File: config.mk
export PLATFORM = sky130hd
export DESIGN_NAME = ram_arbiter
export DESIGN_NICKNAME = d
export VERILOG_FILES = /design/src/rtl/ram_arbiter_pkg.sv /design/src/rtl/rr_arb2.sv /design/src/rtl/ram_arbiter.sv
export SDC_FILE = /design/constraint.sdc
export NUM_CORES = 1
export LEC_CHECK = 0
export ABC_AREA = 1
export BUFFER_PORTS_ARGS = -buffer_cell sky130_fd_sc_hd__buf_2
export CORE_UTILIZATION = 40
export DETAILED_ROUTE_END_ITERATION = 10
export GPL_TIMING_DRIVEN = 0
export HOLD_SLACK_MARGIN = 0.06
export PLACE_DENSITY = 0.72
export SLEW_MARGIN = 20
export SYNTH_ARGS = -nofsm -noshare
export SYNTH_HDL_FRONTEND = slang
export SYNTH_SLANG_ARGS = --single-unit
File: constraint.sdc
create_clock -name i_clk -period 2.9 [get_ports i_clk]
set_input_delay 0.145 -clock i_clk [delete_from_list [all_inputs] [get_ports i_clk]]
set_output_delay 0.145 -clock i_clk [all_outputs]
set_load 0.02 [all_outputs]
File: src/rtl/ram_arbiter_pkg.sv
// Shared types and constants for the RAM arbiter/sequencer slice.
package ram_arbiter_pkg;

    localparam int NUM_REQ    = 2;
    localparam int ADDR_W_DEF = 3;
    localparam int DATA_W_DEF = 4;

    typedef enum logic [2:0] {
        ST_IDLE   = 3'd0,
        ST_ACCESS = 3'd1,
        ST_RDWAIT = 3'd2,
        ST_RESP   = 3'd3,
        ST_CLEAR  = 3'd4
    } state_t;

endpackage

File: src/rtl/rr_arb2.sv
// Two-input round-robin arbiter: combinational one-hot grant from the
// request vector and a registered last-served pointer.
module rr_arb2
    import ram_arbiter_pkg::*;
(
    input  logic               i_clk,
    input  logic               i_rst_n,
    input  logic [NUM_REQ-1:0] i_req,
    input  logic               i_update,
    output logic [NUM_REQ-1:0] o_gnt
);

    // 1 means requester 1 was served last, so requester 0 wins the next tie
    logic last_reg;

    // On a tie favour the requester that was not served last
    always_comb begin
        o_gnt = i_req;
        if (i_req == 2'b11) begin
            o_gnt = last_reg ? 2'b01 : 2'b10;
        end
    end

    // Remember who was served, only when a grant is actually taken
    always_ff @(posedge i_clk or negedge i_rst_n) begin
        if (!i_rst_n) begin
            last_reg <= 1'b1;
        end else if (i_update) begin
            last_reg <= o_gnt[1];
        end
    end

endmodule

File: src/rtl/ram_arbiter.sv
// Round-robin arbiter and sequencer in front of a single-port synchronous
// RAM with a one-cycle registered read. Also performs a zero-fill sweep.
module ram_arbiter
    import ram_arbiter_pkg::*;
#(
    parameter int ADDR_W = ADDR_W_DEF,
    parameter int DATA_W = DATA_W_DEF
) (
    input  logic               i_clk,
    input  logic               i_rst_n,
    input  logic [1:0]         i_req,
    input  logic [1:0]         i_we,
    input  logic [ADDR_W-1:0]  i_addr0,
    input  logic [ADDR_W-1:0]  i_addr1,
    input  logic [DATA_W-1:0]  i_wdata0,
    input  logic [DATA_W-1:0]  i_wdata1,
    input  logic               i_clr,
    output logic [1:0]         o_gnt,
    output logic               o_done,
    output logic [DATA_W-1:0]  o_rdata,
    output logic               o_busy,
    output logic               o_clr_done,
    output logic               o_ram_we,
    output logic [ADDR_W-1:0]  o_ram_addr,
    output logic [DATA_W-1:0]  o_ram_wdata,
    input  logic [DATA_W-1:0]  i_ram_rdata
);

    localparam logic [ADDR_W-1:0] CNT_LAST = '1;

    state_t              state_reg, state_next;
    logic [1:0]          gnt_reg, gnt_next;
    logic                done_reg, done_next;
    logic [DATA_W-1:0]   rdata_reg, rdata_next;
    logic                busy_reg, busy_next;
    logic                clr_done_reg, clr_done_next;
    logic                ram_we_reg, ram_we_next;
    logic [ADDR_W-1:0]   ram_addr_reg, ram_addr_next;
    logic [DATA_W-1:0]   ram_wdata_reg, ram_wdata_next;
    logic                clr_pend_reg, clr_pend_next;
    logic [ADDR_W-1:0]   cnt_reg, cnt_next;

    logic [NUM_REQ-1:0]  arb_gnt;
    logic                arb_update;
    logic                sel;

    logic [ADDR_W-1:0]   req_addr  [NUM_REQ];
    logic [DATA_W-1:0]   req_wdata [NUM_REQ];

    // Per-requester address/data gathered into arrays indexed by requester
    genvar gi;
    generate
        for (gi = 0; gi < NUM_REQ; gi++) begin : g_req
            assign req_addr[gi]  = (gi == 0) ? i_addr0  : i_addr1;
            assign req_wdata[gi] = (gi == 0) ? i_wdata0 : i_wdata1;
        end
    endgenerate

    rr_arb2 u_arb (
        .i_clk    (i_clk),
        .i_rst_n  (i_rst_n),
        .i_req    (i_req),
        .i_update (arb_update),
        .o_gnt    (arb_gnt)
    );

    assign sel = arb_gnt[1];

    // Next-state and next-output logic; every output is registered below
    always_comb begin
        state_next     = state_reg;
        gnt_next       = gnt_reg;
        rdata_next     = rdata_reg;
        ram_we_next    = ram_we_reg;
        ram_addr_next  = ram_addr_reg;
        ram_wdata_next = ram_wdata_reg;
        clr_pend_next  = clr_pend_reg | i_clr;
        cnt_next       = cnt_reg;
        clr_done_next  = 1'b0;
        arb_update     = 1'b0;

        case (state_reg)
            ST_IDLE: begin
                if (clr_pend_reg || i_clr) begin
                    // Sweep takes priority over any waiting request
                    cnt_next       = '0;
                    ram_we_next    = 1'b1;
                    ram_addr_next  = '0;
                    ram_wdata_next = '0;
                    clr_pend_next  = 1'b0;
                    state_next     = ST_CLEAR;
                end else if (|i_req) begin
                    arb_update     = 1'b1;
                    gnt_next       = arb_gnt;
                    ram_we_next    = i_we[sel];
                    ram_addr_next  = req_addr[sel];
                    ram_wdata_next = req_wdata[sel];
                    state_next     = ST_ACCESS;
                end else begin
                    ram_we_next = 1'b0;
                end
            end
            ST_ACCESS: begin
                // RAM samples the port at the end of this cycle
                if (ram_we_reg) begin
                    ram_we_next = 1'b0;
                    state_next  = ST_RESP;
                end else begin
                    state_next  = ST_RDWAIT;
                end
            end
            ST_RDWAIT: begin
                rdata_next = i_ram_rdata;
                state_next = ST_RESP;
            end
            ST_RESP: begin
                gnt_next   = '0;
                state_next = ST_IDLE;
            end
            ST_CLEAR: begin
                if (cnt_reg == CNT_LAST) begin
                    ram_we_next   = 1'b0;
                    clr_done_next = 1'b1;
                    state_next    = ST_IDLE;
                end else begin
                    cnt_next      = cnt_reg + 1'b1;
                    ram_addr_next = cnt_reg + 1'b1;
                end
            end
            default: begin
                state_next = ST_IDLE;
            end
        endcase

        done_next = (state_next == ST_RESP);
        busy_next = (state_next != ST_IDLE);
    end

    // State and output registers, cleared immediately by reset
    always_ff @(posedge i_clk or negedge i_rst_n) begin
        if (!i_rst_n) begin
            state_reg     <= ST_IDLE;
            gnt_reg       <= '0;
            done_reg      <= 1'b0;
            rdata_reg     <= '0;
            busy_reg      <= 1'b0;
            clr_done_reg  <= 1'b0;
            ram_we_reg    <= 1'b0;
            ram_addr_reg  <= '0;
            ram_wdata_reg <= '0;
            clr_pend_reg  <= 1'b0;
            cnt_reg       <= '0;
        end else begin
            state_reg     <= state_next;
            gnt_reg       <= gnt_next;
            done_reg      <= done_next;
            rdata_reg     <= rdata_next;
            busy_reg      <= busy_next;
            clr_done_reg  <= clr_done_next;
            ram_we_reg    <= ram_we_next;
            ram_addr_reg  <= ram_addr_next;
            ram_wdata_reg <= ram_wdata_next;
            clr_pend_reg  <= clr_pend_next;
            cnt_reg       <= cnt_next;
        end
    end

    assign o_gnt       = gnt_reg;
    assign o_done      = done_reg;
    assign o_rdata     = rdata_reg;
    assign o_busy      = busy_reg;
    assign o_clr_done  = clr_done_reg;
    assign o_ram_we    = ram_we_reg;
    assign o_ram_addr  = ram_addr_reg;
    assign o_ram_wdata = ram_wdata_reg;

endmodule
### After elaboration in Yosys (flattened, before gate mapping)

Index checks and enable logic that the tools add are counted.

| cells by class | value |
|---|---|
| reductions and logical operators | 13 |
| $add $sub $neg | 1 |
| multiplexer cells | 37 |
| magnitude comparators | 2 |
| bitwise operators | 2 |
| equality and inequality tests | 13 |

Operator list:

| cell | count |
|---|---|
| two-way mux 3 bit | 10 |
| two-way mux 4 bit | 5 |
| two-way mux 1 bit | 13 |
| case mux 3 bit (2 select lines) | 2 |
| case mux 3 bit (4 select lines) | 1 |
| != test 2 bit (second input constant) | 5 |
| == test 3 x 2 -> 1 bit (second input constant) | 3 |
| AND reduction 3 bit | 3 |
| two-way mux 2 bit | 4 |
| == test 3 bit (second input constant) | 2 |
| nonzero test 2 bit | 3 |
| nonzero test 3 bit | 2 |
| case mux 2 bit (2 select lines) | 1 |
| AND reduction 2 bit | 2 |
| adder 3 x 1 -> 3 bit (second input constant) | 1 |
| == test 3 x 1 -> 1 bit (second input constant) | 1 |
| zero test 3 bit | 1 |
| != test 3 bit (second input constant) | 1 |
| case mux 1 bit (3 select lines) | 1 |
| == test 2 bit (second input constant) | 1 |
| >= comparator 2 bit (second input constant) | 1 |
| < comparator 1 x 2 -> 1 bit (second input constant) | 1 |
| inverter 1 -> 2 bit | 1 |
| OR reduction 2 bit | 1 |
| other kinds (2) | 2 |

| word-level totals | value |
|---|---|
| output and inout port bits | 17 |
| bits in registers | 25 |

### Logic depth before layout (Yosys ltp)

Gate-level depths: netlist of run 1.

| depth | value |
|---|---|
| depth in word-level cells | 9 |
| gate-level depth with buffers | 8 |

### Modules after synthesis

Synthesis of run 1 repeated with hierarchy kept, for this count alone.

| second synthesis, totals | value |
|---|---|
| cells, all modules | 171 |
| area total of the unflattened synthesis | 1288.7 um^2 |

By module, submodules not included:

| module | times used | cells an instance | area each (um^2) | seq. area each (um^2) |
|---|---|---|---|---|
| ram_arbiter | 1 | 162 | 1224.9 | 600.6 |
| rr_arb2 | 1 | 9 | 63.8 | 26.3 |

### Worst setup path after synthesis of run 1

Ideal clock, no wire load.

| timing path | value |
|---|---|
| path type | flip-flop to flip-flop |
| start | register cnt_reg[0] |
| end | register ram_addr_reg[0] (netlist: o_ram_addr[0]) |
| path slack | 1.517 ns |
| data required time | 2.783 ns |
| data arrival time | 1.266 ns |
| stages on the path, launching flop included | 9 |
| buffers on the path | 0 |
| setup time | 0.117 ns |
| cell sequence | dfrtp_1 > ha_1 > ha_1 > inv_1 > o21ai_1 > inv_1 > nand3_1 > nor2_1 > nor2_1 |

| between the ends | value |
|---|---|
| cells in the longest elaborated chain, start to end | 3 |

Ends and longest elaborated chain:

| what | RTL line | RTL |
|---|---|---|
| start, declared | ram_arbiter.sv:41 | `logic [ADDR_W-1:0] cnt_reg, cnt_next;` |
| start signal, assigned | ram_arbiter.sv:164 | `cnt_reg <= cnt_next;` |
| adder 3 x 1 -> 3 bit / == test 3 bit (equally long branches) | ram_arbiter.sv:127, ram_arbiter.sv:121 |  |
| two-way mux 3 bit / != test 2 bit (equally long branches) | - |  |
| case mux 3 bit (2 select lines) / AND reduction 3 bit (equally long branches) | - |  |
| end signal, assigned | ram_arbiter.sv:161 | `ram_addr_reg <= ram_addr_next;` |
| end, declared | ram_arbiter.sv:38 | `logic [ADDR_W-1:0] ram_addr_reg, ram_addr_next;` |

Parallel ways exist; a longest one is shown, timed or not. The select of a mux whose other input is x is not followed.
A chain may end at the register's enable or synchronous reset.

### Final worst setup path of run 1

| timing path | value |
|---|---|
| start | register cnt_reg[0] |
| end | register ram_addr_reg[2] (netlist: o_ram_addr[2]) |

Same word-level chain as after synthesis.

==> implementation parameters, run 1 <==
Parameter                              Value

Logic synthesis
  Post-Synthesis Cells ... 160
  Most instantiated cells after synthesis ... nand2_1, dfrtp_1, nor2_1
  Count of warnings emitted by yosys ... 0
  Most frequent cell after synthesis ... nand2_1
  Share of Yosys cell area claimed by the top area cell type ... between 40% and 50%
  Number of flops mapped to enable cells by yosys ... 0
  Library cell occupying the most area in the post-synthesis netlist ... dfrtp_1
  Fraction of registers with async set/reset ... between 90% and 100%
  Mean instance size in the synthesized netlist ... 7.88 µm²
  Number of distinct library cells after synthesis ... 23
  Top flip-flop cell by instance count after synthesis ... dfrtp_1
  Syn Std Cell Area ... 1260 µm²
  Synthesized Nets ... about 190
  Fraction of the yosys area taken by sequential cells ... 49.7%
  Number of synthesized register bits ... 25
  Top cells by area in the synthesized netlist ... dfrtp_1, nand2_1, nor2_1, nand3_1, inv_1

STA
  Slew at the pin with the worst max-slew slack ... 552 ps
  Final setup margin ... 1390 ps
  Setup repair after global routing missed its margin ... no
  Setup tns final ... 0 ps
  Hold slack final ... 114 ps
  Worst slew margin relative to its limit ... a little over three fifths
  Crit share post-route ... a little over half
  Timing-limited maximum frequency ... 660 MHz
  Final setup violating endpoints ... 0
  Post-route clock skew ... between 1.5 and 2 ps
  Total count of max-transition violations in the final report ... 0
  Hold violation total from the final report ... 0
  Final critical delay including setup and external delays ... around 1500 ps

Routing
  Post-DRT Antenna Nets ... 0
  Total number of vias ... 1131
  Avg Vias per Cell ... 4.45
  1st-pass router iterations ... 4
  Routed Wire Length ... 2520 µm
  Wire length per cell ... between 9 and 10 µm
  Detailed-route DRC error count ... 0
  Iteration-0 DRC count of the detailed router ... 40

Floorplanning
  Number of placement rows ... 20
  Die area ... ~3400 µm²
  Die H ... between 50 and 60 µm
  Ports ... 42
  Core region area ... roughly 3000 µm²
  Width of the chip ... 58.2 µm
  Initial cell density of the core ... a little over two fifths

Setup path
  Worst-path cell chain ... ha_1 > ha_1 > inv_1 > o21ai_1 > inv_1 > nand3_1 > nor2_1 > nor2_1
  Kind of end point of the critical path ... flop
  Slowest cell on crit path ... dfrtp_1
  Reg-to-reg slack, setup ... roughly 1400 ps
  Maximum fanout along the worst path ... 6
  Required time at the worst-slack endpoint ... 3120 ps
  Arrival time of the worst setup path ... roughly 1700 ps
  Crit start category ... flop
  Delay contributed by the slowest stage of the critical path ... 410 ps
  Type of the worst setup path ... flop to flop

CTS
  Clock-pin slew on the worst setup and hold paths ... 130 ps
  H-tree level count ... 1
  TritonCTS clock tree ... built
  Number of clock sinks seen by CTS ... 25
  Later-pin clock latency in the skew report ... 310 ps
  Max Buffers Root-to-Sink ... 2
  Inserted Clock Buffers ... 3
  Count of instances resized after the clock tree is built ... 0
  Root Buffer ... clkbuf_4

Global routing
  First-pass GRT wire length ... around 4200 µm
  Number of global-route vias before repair ... between 1000 and 1500
  Overall track demand over capacity in global routing ... 16.3%
  GRT Residual Overflow ... 0
  Antenna violations before repair ... 0
  Pin count of the biggest net entering global routing ... 26

Placement
  # placed instances ... 245
  Place WS ... around 1400 ps
  Hpwl dp ... 1920 µm
  IO Port Bufs ... 41
  Weighted congestion reported at the end of routability-driven placement ... 0.740

Layout
  Layout overhead on the synthesized area ... 26.8%
  Combined area of the multi-input logic cells ... 546 µm²
  Antenna Cells ... 0
  FF+latch area ... roughly 630 µm²
  Filler Cells Inserted ... 295
  Count of non-filler cells in the finished layout ... between 200 and 300
  Final net count ... 238
  Layout cells sized above 1 ... 29.0%

Power and ir drop
  Leakage ... 0.924 nW
  Power consumption ... 1.49 mW
  Max VDD drop ... 0.000357 V
  Power density over the cells ... 931 nW/µm²

Run status
  Outcome ... finished, final reports clean

Worst hold path
  Type of the tightest min-delay check ... input pin to flop

Run
  Max-cap violations ... 0
-- stage by stage --
stage                     utilization (%)  cell area (µm²)
after CTS                            52.8             1600
after global routing                 52.8             1600
after detailed placement             50.2             1520
after floorplan                         -             1260
final                                52.8             1600
after global placement               50.2             1520
-- cells by family after synthesis --
| kind of cell | count (synthesis) | share of synthesized area, % |
|---|---|---|
| buffers and inverters | 23 | 7.04 |
| AOI/OAI and AO/OA | 12 | 6.45 |
| DFF | 25 | 49.7 |
| and+or+nand+nor | 98 | 34.8 |
| adders and majority gates | 2 | 1.98 |
-- final timing paths --
path | start | to | cells after the start
setup reg to reg | cnt_reg[0] | o_ram_addr[2] | 8
setup / recovery | cnt_reg[0] | o_ram_addr[2] | 8
hold / removal | i_wdata1[0] | o_ram_wdata[0] | 5
max in group asynchronous | i_rst_n | u_arb.last_reg | 2
min in group asynchronous | i_rst_n | cnt_reg[0] | 2
hold reg to reg | u_arb.last_reg | u_arb.last_reg | 2
-- critical path, delay by kind of cell, from the launching register on --
kind / cells / cell delay [ps]
flip-flops: 1 / 410
buffers and inverters: 2 / 270
AND/OR/NAND/NOR: 3 / 210
AO/OA/AOI/OAI: 1 / 110
adder cells (fa/ha/maj): 2 / 420
-- final cells by class --
class,instances,share of cell area (%)
inverter,22,5.24
buffer,1,0.313
tap,44,3.44
clock inverter,1,0.313
sequential,25,39.2
multi-input combinational,112,34.1
clock buffer,3,1.41
timing repair buffer,46,16.0
-- layer usage --
| layer | wire, µm | GRT usage [%] | up-vias |
|---|---|---|---|
| met2 | 1150 | 28.9 | 36 |
| met3 | 103 | 2.01 | 2 |
| met4 | 10 | 5.10 | 0 |
| li1 | - | - | 602 |
| met1 | 1250 | 20.6 | 491 |
| met5 | 0 | 0 | - |
-- power breakdown --
| part | leakage, nW | switching (mW) | internal, mW | total [mW] |
|---|---|---|---|---|
| combinational | 0.606 | 0.490 | 0.275 | 0.765 |
| clock | 0.0177 | 0.102 | 0.0516 | 0.154 |
| sequential | 0.300 | 0.0720 | 0.498 | 0.570 |
| total | 0.924 | 0.664 | 0.825 | 1.49 |
-- timing repair --
action                                 in CTS  in global routing
setup buffers                               0                  0
hold buffers                                5                  0
endpoints found under the hold margin      28                  0
-- layout by cell type (no fill, tap or decap), drive strengths merged --
| cell | netlist | layout |
|---|---|---|
| dlygate4sd3 | 0 | 5 |
| clkbuf | 0 | 3 |
| dfrtp | 24 | 24 |
| clkinv | 1 | 2 |
| nand2 | 50 | 50 |
| nor2 | 27 | 27 |
| o211ai | 1 | 1 |
| nor3 | 1 | 1 |
| o221ai | 1 | 1 |
| ha | 2 | 2 |
| dfstp | 1 | 1 |
| inv | 21 | 21 |
| or2 | 1 | 1 |
| buf | 1 | 42 |
| a21oi | 1 | 1 |
| nand4 | 3 | 3 |
| o21ai | 9 | 9 |
| nand3 | 16 | 16 |
Note: power is estimated with default switching activity, not from simulation.
==> inputs of run 2 (changes only) <==
--- a/config.mk
+++ b/config.mk
@@ -5,13 +5,13 @@
 export SDC_FILE = /design/constraint.sdc
 export NUM_CORES = 1
 export LEC_CHECK = 0
-export ABC_AREA = 1
+export ABC_AREA = 0
 export BUFFER_PORTS_ARGS = -buffer_cell sky130_fd_sc_hd__buf_2
 export CORE_UTILIZATION = 40
 export DETAILED_ROUTE_END_ITERATION = 10
 export GPL_TIMING_DRIVEN = 0
 export HOLD_SLACK_MARGIN = 0.06
-export PLACE_DENSITY = 0.72
+export PLACE_DENSITY = 0.73
 export SLEW_MARGIN = 20
 export SYNTH_ARGS = -nofsm -noshare
 export SYNTH_HDL_FRONTEND = slang
==> constraint.sdc (replaced) <==
create_clock -name i_clk -period 1.5 [get_ports i_clk]
set_input_delay 0.075 -clock i_clk [delete_from_list [all_inputs] [get_ports i_clk]]
set_output_delay 0.075 -clock i_clk [all_outputs]
set_load 0.02 [all_outputs]
==> run 2 against run 1 <==
  * The flow now finishes with violations (negative setup slack)
  * Die area is 8.5% lower
  * Final cell count is 19% lower
  * Combinational power is 90% higher
  * Total power is 88% higher
  * Synthesized cell count is 38% lower
  * Clock power is 96% higher
  * Non-clock buffer count is 27 higher
  * Critical endpoint is now o_gnt[0]
==> implementation parameters, run 2 <==
Parameter                              Value

Setup path
  Kind of end point of the critical path ... flop
  Maximum fanout along the worst path ... 5
  Type of the worst setup path ... flop to flop
  Required time at the worst-slack endpoint ... 1720 ps
  Arrival time of the worst setup path ... roughly 1800 ps
  Crit start category ... flop

Floorplanning
  Die area ... 3090 µm²
  Die H ... 55.6 µm
  Core region area ... 2730 µm²
  Initial cell density of the core ... 42.1%
  Number of placement rows ... 19
  Width of the chip ... 55.6 µm
  Ports ... 42

Logic synthesis
  Top cells by area in the synthesized netlist ... dfrtp_1, mux2i_1, mux2_2, o21ai_0, nand2_1
  Count of warnings emitted by yosys ... 0
  Number of synthesized register bits ... 25
  Post-Synthesis Cells ... 100
  Synthesized Nets ... roughly 130
  Mean instance size in the synthesized netlist ... 11.5 µm²
  Most frequent cell after synthesis ... dfrtp_1
  Number of distinct library cells after synthesis ... 33
  Syn Std Cell Area ... 1150 µm²
  Fraction of the yosys area taken by sequential cells ... a little over half
  Most instantiated cells after synthesis ... dfrtp_1, nand2_1, mux2i_1, o21ai_0, mux2_2
  Share of Yosys cell area claimed by the top area cell type ... 52.2%
  Library cell occupying the most area in the post-synthesis netlist ... dfrtp_1
  Top flip-flop cell by instance count after synthesis ... dfrtp_1
  Fraction of registers with async set/reset ... between 90% and 100%
  Number of flops mapped to enable cells by yosys ... 0

STA
  Final setup violating endpoints ... 7
  Crit share post-route ... 104%
  Final setup margin ... -52.5 ps
  Setup repair after global routing missed its margin ... yes
  Slew at the pin with the worst max-slew slack ... 552 ps
  Hold violation total from the final report ... 0
  Final critical delay including setup and external delays ... ~1600 ps
  Post-route clock skew ... 3.29 ps
  Worst slew margin relative to its limit ... a little over three fifths
  Total count of max-transition violations in the final report ... 0
  Timing-limited maximum frequency ... 644 MHz

CTS
  TritonCTS clock tree ... built
  Max Buffers Root-to-Sink ... 2
  Number of clock sinks seen by CTS ... 25
  Root Buffer ... clkbuf_4
  H-tree level count ... 1
  Inserted Clock Buffers ... 3
  Clock-pin slew on the worst setup and hold paths ... between 100 and 150 ps
  Later-pin clock latency in the skew report ... ~320 ps

Routing
  1st-pass router iterations ... 7
  Wire length per cell ... 14.3 µm
  Routed Wire Length ... approximately 2900 µm
  Post-DRT Antenna Nets ... 0
  Iteration-0 DRC count of the detailed router ... 14
  Detailed-route DRC error count ... 0
  Total number of vias ... 1075
  Avg Vias per Cell ... 5.22

Global routing
  Pin count of the biggest net entering global routing ... 26
  Antenna violations before repair ... 0
  GRT Residual Overflow ... 0
  First-pass GRT wire length ... 4640 µm
  Overall track demand over capacity in global routing ... 19.2%
  Number of global-route vias before repair ... around 1000

Placement
  IO Port Bufs ... 41
  Hpwl dp ... 1830 µm
  Weighted congestion reported at the end of routability-driven placement ... 0.753

Run status
  Outcome ... finished, violations left
  Violated checks ... negative setup slack

Layout
  Commonest cells after routing, fill and taps aside ... buf_2, dfrtp_1, buf_4
  Final net count ... approximately 200
  Commonest non-fill, non-tap cell in the layout ... buf_2
  Layout overhead on the synthesized area ... 56.7%
  Antenna Cells ... 0
  Layout cells sized above 1 ... roughly 54%
  Post-layout utilization of the core ... 65.9%

Power and ir drop
  P_int ... ~1.7 mW
  Leakage ... around 0.9 nW
  Flop pwr share ... 37.4%
  Logic gate share of total power ... 51.8%
  Switching power summed over all nets ... 1.06 mW
  Switching share of total power ... 37.8%
  Power density over the cells ... 1560 nW/µm²
  Power consumption ... 2.80 mW
  Power share of the clock group ... between 10% and 20%
  Max VDD drop ... 0.00113 V

Worst hold path
  Type of the tightest min-delay check ... input pin to flop

Run
  Max-cap violations ... 0
## run 2: final timing paths
| kind | startpoint | endpoint | slack, ps | cells past startpoint |
|---|---|---|---|---|
| min in group asynchronous | i_rst_n | o_rdata[3] | 260 | 2 |
| max in group asynchronous | i_rst_n | state_reg[1] | 840 | 2 |
| max | state_reg[2] | o_gnt[0] | -50 | 4 |
| min | i_wdata0[0] | o_ram_wdata[0] | 60 | 3 |
| max reg2reg | state_reg[2] | o_gnt[0] | -50 | 4 |
| min reg2reg | o_ram_wdata[2] | o_ram_wdata[2] | 500 | 2 |
## run 2: timing repair
item,in CTS,in global routing
setup endpoints to repair,11,16
buffers inserted,12,6
hold endpoints to repair,31,1
resized for setup,14,17
pin swaps,7,5
hold buffers,10,2
cloned,0,0
## run 2: power by group through the flow
stage	combinational (mW)	sequential, mW	clock (mW)
global placement	1.01	1.04	0
CTS	1.25	1.04	0.303
detailed placement	1.05	1.05	0
floorplan	0.557	1.21	0
global route	1.58	1.07	0.339
finish	1.45	1.05	0.302
## run 2: through the flow
stage | worst slack (ps) | instance area [µm²] | std cells | hold slack, ps | TNS, ps
after floorplan | 6.75 | 1170 | 100 | -221 | 0
after global placement | -96.4 | 1420 | 172 | 88.3 | -733
final | -52.5 | 1800 | 206 | 62.0 | -133
after CTS | -30.5 | 1680 | 198 | 61.9 | -57.9
after global routing | -116 | 1800 | 206 | 86.6 | -756
after detailed placement | -102 | 1420 | 172 | 90.4 | -846
## run 2: area by class of cell
cell class	instances	area (µm²)
fillers	211	932
multi-input cells	69	606
plain buffers	3	30.0
clock buffers	4	26.3
inverters	3	11.3
repair buffers	71	460
flip-flops and latches	25	629
well taps	31	38.8
## run 2: kinds of logic (layout without fill, tap and decap cells)
group / after synthesis / count (layout) / synth area share (%)
AO/OA/AOI/OAI: 25 / 25 / 14.3
adder cells (fa/ha/maj): 2 / 2 / 2.18
buffers and inverters: 6 / 81 / 2.50
flip-flops: 25 / 25 / 54.5
multiplexers: 15 / 15 / 13.8
AND/OR/NAND/NOR: 27 / 27 / 12.7
## run 2: metal layers
metal | vias up | global-route usage [%] | share of wire, %
met3 | 6 | 2.79 | 4.3
met1 | 517 | 23.4 | 43
li1 | 516 | - | -
met2 | 36 | 33.2 | 50
met4 | 0 | 9.64 | 2.6
met5 | - | 0 | 0
## run 2: worst max-delay path, cell delays in order, from the launching register on
cell	delay [ps]
dfrtp_1	440
buf_4	150
nor3_4	220
o211ai_1	240
a222oi_1	390
==> inputs of run 3 (changes only) <==
--- a/config.mk
+++ b/config.mk
@@ -8,6 +8,7 @@
 export ABC_AREA = 0
 export BUFFER_PORTS_ARGS = -buffer_cell sky130_fd_sc_hd__buf_2
 export CORE_UTILIZATION = 40
+export CTS_BUF_LIST = sky130_fd_sc_hd__clkbuf_4
 export DETAILED_ROUTE_END_ITERATION = 10
 export GPL_TIMING_DRIVEN = 0
 export HOLD_SLACK_MARGIN = 0.06
==> run 3 against run 2 <==
  * The run still ends with negative setup slack left
  * Global-route usage about the same
  * Non-clock buffer count down 1
  * Clock skew is essentially flat
  * Largest cell class unchanged
  * Largest power group unchanged
==> implementation parameters, run 3 (synthesis gave the netlist of run 2 again) <==
Parameter                              Value

Floorplanning
  Ports ... 42
  Die H ... ~56 µm
  Core region area ... 2730 µm²
  Die area ... 3090 µm²
  Width of the chip ... between 50 and 60 µm
  Number of placement rows ... 19
  Initial cell density of the core ... 42.1%

Layout
  Layout cells sized above 1 ... 56.3%
  Combined area of the multi-input logic cells ... roughly 630 µm²
  Commonest non-fill, non-tap cell in the layout ... buf_2
  Post-layout utilization of the core ... 66.5%
  Layout overhead on the synthesized area ... 58.2%
  FF+latch area ... 629 µm²
  Final net count ... slightly above 200
  Filler Cells Inserted ... 208
  Commonest cells after routing, fill and taps aside ... buf_2, dfrtp_1, buf_4
  Antenna Cells ... 0

Routing
  Wire length on met1 ... 1290 µm
  Wire length per cell ... 14.7 µm
  1st-pass router iterations ... 4
  Post-DRT Antenna Nets ... 0
  Total number of vias ... between 1000 and 1500
  Amount of wire on met2 after detailed routing ... 1540 µm
  Detailed-route DRC error count ... 0
  Met3 WL post-DR ... ~140 µm
  Routed Wire Length ... 3020 µm
  Iteration-0 DRC count of the detailed router ... 38
  Avg Vias per Cell ... 5.30
  Highest routed layer ... met4

Setup path
  Worst-path cell chain ... buf_6 > or3_4 > nor3_4 > a21oi_2 > a31oi_1
  Required time at the worst-slack endpoint ... 1760 ps
  Maximum fanout along the worst path ... 6
  Number of cells on the worst reg-to-reg path ... 5
  Kind of end point of the critical path ... flop
  Worst Setup EP ... u_arb.last_reg
  Crit path launch ... state_reg[2]
  Delay contributed by the slowest stage of the critical path ... approximately 440 ps
  Crit Reg-Reg Startpoint ... state_reg[2]
  Reg-to-reg slack, setup ... -40 ps
  Slowest cell on crit path ... dfrtp_1
  Crit start category ... flop
  Capture instance of the worst register-to-register path ... u_arb.last_reg
  Type of the worst setup path ... flop to flop
  Arrival time of the worst setup path ... 1800 ps

CTS
  Number of clock sinks seen by CTS ... 25
  Clock-pin slew on the worst setup and hold paths ... 130 ps
  Root Buffer ... clkbuf_4
  TritonCTS clock tree ... built
  Inserted Clock Buffers ... 3
  Max Buffers Root-to-Sink ... 2
  H-tree level count ... 1
  Later-pin clock latency in the skew report ... about 320 ps

Global routing
  Antenna violations before repair ... 0
  GRT Residual Overflow ... 0
  First-pass GRT wire length ... 4660 µm
  Overall track demand over capacity in global routing ... 19.3%
  Pin count of the biggest net entering global routing ... 26
  Number of global-route vias before repair ... 1031

Power and ir drop
  Power share of the clock group ... 11.2%
  Power consumption ... 2.86 mW
  Flop pwr share ... 36.9%
  P_int ... approximately 1.8 mW
  Switching share of total power ... 37.9%
  Power density over the cells ... about 1600 nW/µm²
  Switching power summed over all nets ... 1.08 mW
  Max VDD drop ... approximately 0.0012 V
  Leakage ... 0.913 nW
  Logic gate share of total power ... 51.9%

STA
  Final setup margin ... -40.1 ps
  Total count of max-transition violations in the final report ... 0
  Slew at the pin with the worst max-slew slack ... ~560 ps
  Post-route clock skew ... roughly 3.2 ps
  Final setup violating endpoints ... 7
  Final critical delay including setup and external delays ... roughly 1500 ps
  Setup repair after global routing missed its margin ... yes
  Hold violation total from the final report ... 0
  Timing-limited maximum frequency ... 649 MHz
  Worst slew margin relative to its limit ... a little over three fifths
  Crit share post-route ... 103%

Run status
  Outcome ... finished, violations left
  Violated checks ... negative setup slack

Placement
  IO Port Bufs ... 41
  Hpwl dp ... 1830 µm
  Weighted congestion reported at the end of routability-driven placement ... 0.753

Worst hold path
  Type of the tightest min-delay check ... input pin to flop

Run
  Max-cap violations ... 0
[run 3: per-layer routing]
layer	vias to the layer above	track usage, %
met2	40	33.0
met3	4	2.79
met1	529	23.7
li1	513	-
met4	0	9.64
met5	-	0
[run 3: cell type report]
class	count	share of cell area, %
Buffer	3	1.65
Tap cell	31	2.13
Sequential cell	25	34.6
Multi-Input combinational cell	69	34.5
Clock buffer	4	1.65
Timing Repair Buffer	70	24.9
Inverter	3	0.619
[run 3: power by group through the flow]
stage          Clock [mW]  Sequential (mW)  Combinational [mW]
2_1_floorplan           0             1.21               0.557
3_3_place_gp            0             1.04                1.01
3_5_place_dp            0             1.05                1.05
4_1_cts             0.321             1.04                1.25
5_1_grt             0.360             1.08                1.60
6_report            0.320             1.05                1.48
[run 3: stage by stage]
step           TNS [ps]  hold WS (ps)  worst slack, ps  instances  cell area [µm²]
4_1_cts           -58.9          61.9            -30.9        197             1680
2_1_floorplan         0          -221             6.75        100             1170
3_5_place_dp       -846          90.4             -102        172             1420
5_1_grt            -518          79.5             -102        205             1820
6_report           -170          62.8            -40.1        205             1820
3_3_place_gp       -733          88.3            -96.4        172             1420
[run 3: worst min-delay path by stage]
stage                 from              to  slack, ps  cells after the start
5_1_grt        i_wdata0[0]  o_ram_wdata[0]         80                      3
3_5_place_dp       i_rst_n      o_rdata[3]         90                      1
6_report       i_wdata0[0]  o_ram_wdata[0]         60                      3
4_1_cts            i_we[0]        o_ram_we         60                      3
2_1_floorplan      i_rst_n    clr_pend_reg       -220                      0
3_3_place_gp       i_rst_n      o_rdata[1]         90                      1
[run 3: what timing repair did]
| action | CTS | global route |
|---|---|---|
| pin swaps | 7 | 5 |
| buffers inserted | 11 | 6 |
| setup endpoints to repair | 11 | 16 |
| hold endpoints to repair | 31 | 1 |
| hold buffers | 10 | 2 |
| resized for setup | 15 | 21 |
[run 3: critical path: cells and delay by family (launching register included)]
kind	cells	cell delay (ps)
compound gates	2	250
buf+inv	1	150
flops	1	440
simple gates	2	640
